## config.mk

```make
export PLATFORM = sky130hd
export DESIGN_NAME = speicher_busarbiter
export DESIGN_NICKNAME = d
export VERILOG_FILES = /design/src/rtl/speicher_busarbiter.sv
export SDC_FILE = /design/constraint.sdc
export NUM_CORES = 1
export LEC_CHECK = 0
export CORE_ASPECT_RATIO = 2
export CORE_UTILIZATION = 25
export CTS_BUF_LIST = sky130_fd_sc_hd__clkbuf_4
export DETAILED_ROUTE_END_ITERATION = 8
export PLACE_DENSITY_LB_ADDON = 0.2
export SLEW_MARGIN = 20
export SYNTH_ARGS = -nofsm -noshare
export SYNTH_HDL_FRONTEND = slang
export SYNTH_SLANG_ARGS = --single-unit
```

## constraint.sdc

```tcl
create_clock -name Clock -period 2.17 [get_ports Clock]
set_input_delay 0.651 -clock Clock [delete_from_list [all_inputs] [get_ports Clock]]
set_output_delay 0.651 -clock Clock [all_outputs]
set_load 0.05 [all_outputs]
```

## src/rtl/speicher_busarbiter.sv

```systemverilog
// Serialises CPU fetch/load/store requests onto one single-port, variable-latency memory bus.
// Latency: strobe one cycle after the request is sampled, completion pulse one cycle after SpeicherBereit.
// Backpressure: requests are levels held by the CPU; losers wait, and a one-cycle SPERRE gap follows each access.
module speicher_busarbiter #(
  parameter int ADRESS_BREITE = 32,
  parameter int DATEN_BREITE  = 32,
  parameter int ZEITLIMIT     = 255
) (
  input  logic                     Clock,
  input  logic                     Reset,
  input  logic [ADRESS_BREITE-1:0] InstruktionAdresse,
  input  logic                     LeseInstruktion,
  output logic [DATEN_BREITE-1:0]  Instruktion,
  output logic                     InstruktionGeladen,
  input  logic [ADRESS_BREITE-1:0] DatenAdresse,
  input  logic [DATEN_BREITE-1:0]  DatenRaus,
  input  logic                     LeseDaten,
  input  logic                     SchreibeDaten,
  output logic [DATEN_BREITE-1:0]  DatenRein,
  output logic                     DatenGeladen,
  output logic                     DatenGespeichert,
  output logic [ADRESS_BREITE-1:0] SpeicherAdresse,
  output logic [DATEN_BREITE-1:0]  SpeicherSchreibDaten,
  output logic                     SpeicherLesen,
  output logic                     SpeicherSchreiben,
  input  logic [DATEN_BREITE-1:0]  SpeicherLeseDaten,
  input  logic                     SpeicherBereit,
  output logic                     Fehler
);

  // A disabled watchdog still needs a one-bit counter so the design elaborates cleanly.
  localparam int ZAEHLER_BREITE = (ZEITLIMIT > 0) ? $clog2(ZEITLIMIT + 1) : 1;
  localparam logic [ZAEHLER_BREITE-1:0] ZAEHLER_MAX =
    (ZEITLIMIT > 0) ? ZAEHLER_BREITE'(ZEITLIMIT) : {ZAEHLER_BREITE{1'b1}};

  typedef enum logic [2:0] {
    LEERLAUF,
    INSTR_LESEN,
    DATEN_LESEN,
    DATEN_SCHREIBEN,
    SPERRE
  } zustand_t;

  zustand_t                  zustand;
  logic [ZAEHLER_BREITE-1:0] zaehler;
  logic                      zeitUeberschritten;

  // The watchdog fires in the strobe cycle where the counter would reach ZEITLIMIT, so the strobe is
  // high for exactly ZEITLIMIT cycles; a Bereit arriving in that same cycle still wins.
  always_comb begin
    zeitUeberschritten = (ZEITLIMIT > 0) && (zaehler == ZAEHLER_MAX - 1'b1);
  end

  // Arbitration, bus strobes, watchdog and completion pulses, all registered.
  always_ff @(posedge Clock) begin
    if (Reset) begin
      zustand              <= LEERLAUF;
      zaehler              <= '0;
      Instruktion          <= '0;
      InstruktionGeladen   <= 1'b0;
      DatenRein            <= '0;
      DatenGeladen         <= 1'b0;
      DatenGespeichert     <= 1'b0;
      SpeicherAdresse      <= '0;
      SpeicherSchreibDaten <= '0;
      SpeicherLesen        <= 1'b0;
      SpeicherSchreiben    <= 1'b0;
      Fehler               <= 1'b0;
    end else begin
      InstruktionGeladen <= 1'b0;
      DatenGeladen       <= 1'b0;
      DatenGespeichert   <= 1'b0;

      case (zustand)
        LEERLAUF: begin
          zaehler <= '0;
          if (SchreibeDaten) begin
            SpeicherAdresse      <= DatenAdresse;
            SpeicherSchreibDaten <= DatenRaus;
            SpeicherSchreiben    <= 1'b1;
            zustand              <= DATEN_SCHREIBEN;
          end else if (LeseDaten) begin
            SpeicherAdresse <= DatenAdresse;
            SpeicherLesen   <= 1'b1;
            zustand         <= DATEN_LESEN;
          end else if (LeseInstruktion) begin
            SpeicherAdresse <= InstruktionAdresse;
            SpeicherLesen   <= 1'b1;
            zustand         <= INSTR_LESEN;
          end
        end

        INSTR_LESEN, DATEN_LESEN, DATEN_SCHREIBEN: begin
          if (zaehler != ZAEHLER_MAX) begin
            zaehler <= zaehler + 1'b1;
          end
          if (SpeicherBereit || zeitUeberschritten) begin
            SpeicherLesen     <= 1'b0;
            SpeicherSchreiben <= 1'b0;
            zustand           <= SPERRE;
            if (!SpeicherBereit) begin
              Fehler <= 1'b1;
            end
            // An aborted read still completes towards the CPU, but with a zero word.
            if (zustand == INSTR_LESEN) begin
              InstruktionGeladen <= 1'b1;
              Instruktion        <= SpeicherBereit ? SpeicherLeseDaten : '0;
            end else if (zustand == DATEN_LESEN) begin
              DatenGeladen <= 1'b1;
              DatenRein    <= SpeicherBereit ? SpeicherLeseDaten : '0;
            end else begin
              DatenGespeichert <= 1'b1;
            end
          end
        end

        SPERRE: begin
          zustand <= LEERLAUF;
        end

        default: begin
          zustand <= LEERLAUF;
        end
      endcase
    end
  end

endmodule

```

==> metrics.txt <==
row cnt between 70 and 80; Vias/cell 4.74; Syn Area/Cell 8.26 µm²; VDD IR max 0.364 mV; P_leak 3.25 nW; Seq/Total Area, Yosys 0.494; HP Class in2reg; core area 23100 µm²; Reg clk slew, reported paths 0.12 ns; Hold Path End zustand[0]; slowest CP cell dfxtp_1; Cells after Synth 711; max-slew violations 0; Synth area leader dfxtp_1; Layout Nets 1084; Die Ht 219 µm; Crit path max-delay family flip-flops; DR iter-0 viols 359; Antenna Violating Nets Remaining 0; cells along the critical path clkdlybuf4s15_2; multi-input logic area 2620 µm²; largest net degree at the start of global routing 66; final setup margin roughly 0.15 ns; R2R setup slack 0.45 ns; Root Driver clkbuf_4; CTS tree yes; endpoint class of the critical path output pin; R2R Path Start zustand[2]; Hold Crit Start SpeicherBereit; synthesis-stage register bit count 145; most frequent cells in the layout dfxtp_1, clkdlybuf4s50_1, nand2_1, a21oi_1, o21ai_0; dpl ws 0.0298 ns; RSZ-0062 raised after global routing false; ranking of synthesized cells by area dfxtp_1, a21oi_1, o21ai_0; layout cells sized above 1 0.222; Routability Congestion 0.776; initial antenna violation count 1; H-tree levels 4; critical path depth 1; Synth Warn # 0; Sequential Area between 2000 and 3000 µm²; gr ovfl total 0; clock sinks 145; CP Buf/Inv Count 1; Post-synth EDFFs 0; Tcrit/Tclk final 0.930; net count after synthesis 847; Initial Utilization 0.254; I/O pin cnt 268; post-DR wirelength/cell approximately 17 µm; via count 5897; commonest non-fill, non-tap cell in the layout dfxtp_1; Final Routed Wirelength 20700 µm; critical path launch point type flop; minimum clock period after layout 2.02 ns; first-pass GRT wire length 31900 µm; Worst EP arrival 1.37 ns; Cell Area, Synth 5880 µm²; P&R area growth vs syn 51.2%; max-cap viol count 0; status complete, no violations; maximum clock rate between 0.4 and 0.5 GHz; Post-Route Setup TNS 0 ns; drt first pass iters 4; crit path kind reg2out; DRC viols 0; IO buf count 267; worst slew pin tran 0.443 ns; slew margin rel. 0.704; All-Layer GR Usage 0.171; Hold Buf Count CTS 0; Die W 110 µm; hold path depth 4; fill count 2450; number of global-route vias before repair roughly 5800; Clk Latency, worst-skew pair ~0.59 ns; Detailed Place HPWL between 10000 and 15000 µm; CP max FO 2; final hold vios 0; clk buf depth 2; Die ar. 24200 µm²; Async S/R FF share, synth 0; Synth Flop Type dfxtp_1; clock buffer count from CTS 17; PwrDens 782 nW/µm²; final-report setup violation count 0; top-area cell type share of the netlist area 0.494; Clock Skew about 0.013 ns; Synth cell types 39; Critical R2R Capture SpeicherAdresse[11]; Worst path max stage delay 0.39 ns; reg2reg path depth 5; CP required 1.52 ns
==> per-layer routing <==
metal / GRT usage / wire length, µm
met5: 0 / 0
met4: 0.0827 / 719
met3: 0.0544 / 1170
met2: 0.316 / 11200
met1: 0.172 / 7620
==> state kept, by name, summed over array words and instances, names as in the netlist <==
register and cells:
SpeicherAdresse 32, zaehler 8, zustand 3, DatenGespeichert 1
Fehler 1, SpeicherSchreiben 1, SpeicherSchreibDaten 32, SpeicherLesen 1
DatenRein 32, Instruktion 32, DatenGeladen 1, InstruktionGeladen 1
==> cell families after synthesis <==
| family | count (synthesis) | share of synthesized area |
|---|---|---|
| multiplexers | 1 | 0.00170 |
| adder cells (fa/ha/maj) | 2 | 0.00426 |
| AND/OR/NAND/NOR | 243 | 0.183 |
| buffers and inverters | 75 | 0.0603 |
| AO/OA/AOI/OAI | 241 | 0.251 |
| XOR/XNOR | 4 | 0.00596 |
| flip-flops | 145 | 0.494 |
==> report_power, final <==
part,internal [mW],switching (mW),leakage (nW)
Combinational,0.813,1.52,1.93
Clock,0.623,0.968,0.144
Sequential,2.89,0.136,1.18
==> repair_timing <==
| action | CTS | global route |
|---|---|---|
| setup endpoints to repair | 64 | 17 |
| gates resized for setup | 175 | 17 |
| hold endpoints to repair | 0 | 0 |
| setup buffers | 0 | 0 |
==> synthesized netlist by cell type (2+ instances only) <==
| library cell | count |
|---|---|
| a21oi_1 | 101 |
| a311oi_1 | 15 |
| a311oi_2 | 17 |
| a41oi_1 | 2 |
| and2_1 | 2 |
| and3_1 | 2 |
| buf_2 | 12 |
| buf_4 | 5 |
| buf_6 | 4 |
| clkbuf_1 | 44 |
| clkbuf_2 | 7 |
| dfxtp_1 | 145 |
| ha_1 | 2 |
| inv_1 | 3 |
| nand2_1 | 101 |
| nand3_1 | 66 |
| nand3b_1 | 2 |
| nand4_1 | 3 |
| nor2_1 | 47 |
| nor2b_1 | 2 |
| nor3_1 | 10 |
| o21ai_0 | 86 |
| o21ai_1 | 13 |
| or2_2 | 2 |
| xor2_1 | 4 |
==> cell type report <==
cell class,count,share of cell area
flip-flops and latches,145,0.327
well taps,283,0.0399
clock buffers,23,0.0194
clock inverters,9,0.00747
repair buffers,290,0.309
inverters,3,0.00127
multi-input cells,491,0.295
diodes,1,0.000282
==> through the flow <==
step           power, mW   util  cells  cell area [µm²]  hold slack (ns)
2_1_floorplan       4.57      -    711             5880            0.468
3_3_place_gp        5.46  0.375   1212             8670            0.442
3_5_place_dp        5.47  0.375   1212             8670            0.446
4_1_cts             7.09  0.388   1244             8960            0.367
5_1_grt             7.34  0.384   1245             8880            0.400
6_report            6.95  0.384   1245             8880            0.456
==> worst max-delay path by stage <==
stage,from,endpoint
final,DatenRein[15],DatenRein[15]
after global routing,DatenRein[15],DatenRein[15]
after CTS,DatenRein[2],DatenRein[2]
after detailed placement,LeseDaten,SpeicherAdresse[1]
after global placement,LeseDaten,SpeicherAdresse[1]
after floorplan,LeseDaten,SpeicherAdresse[15]
Power figures use the tool's default switching activity.
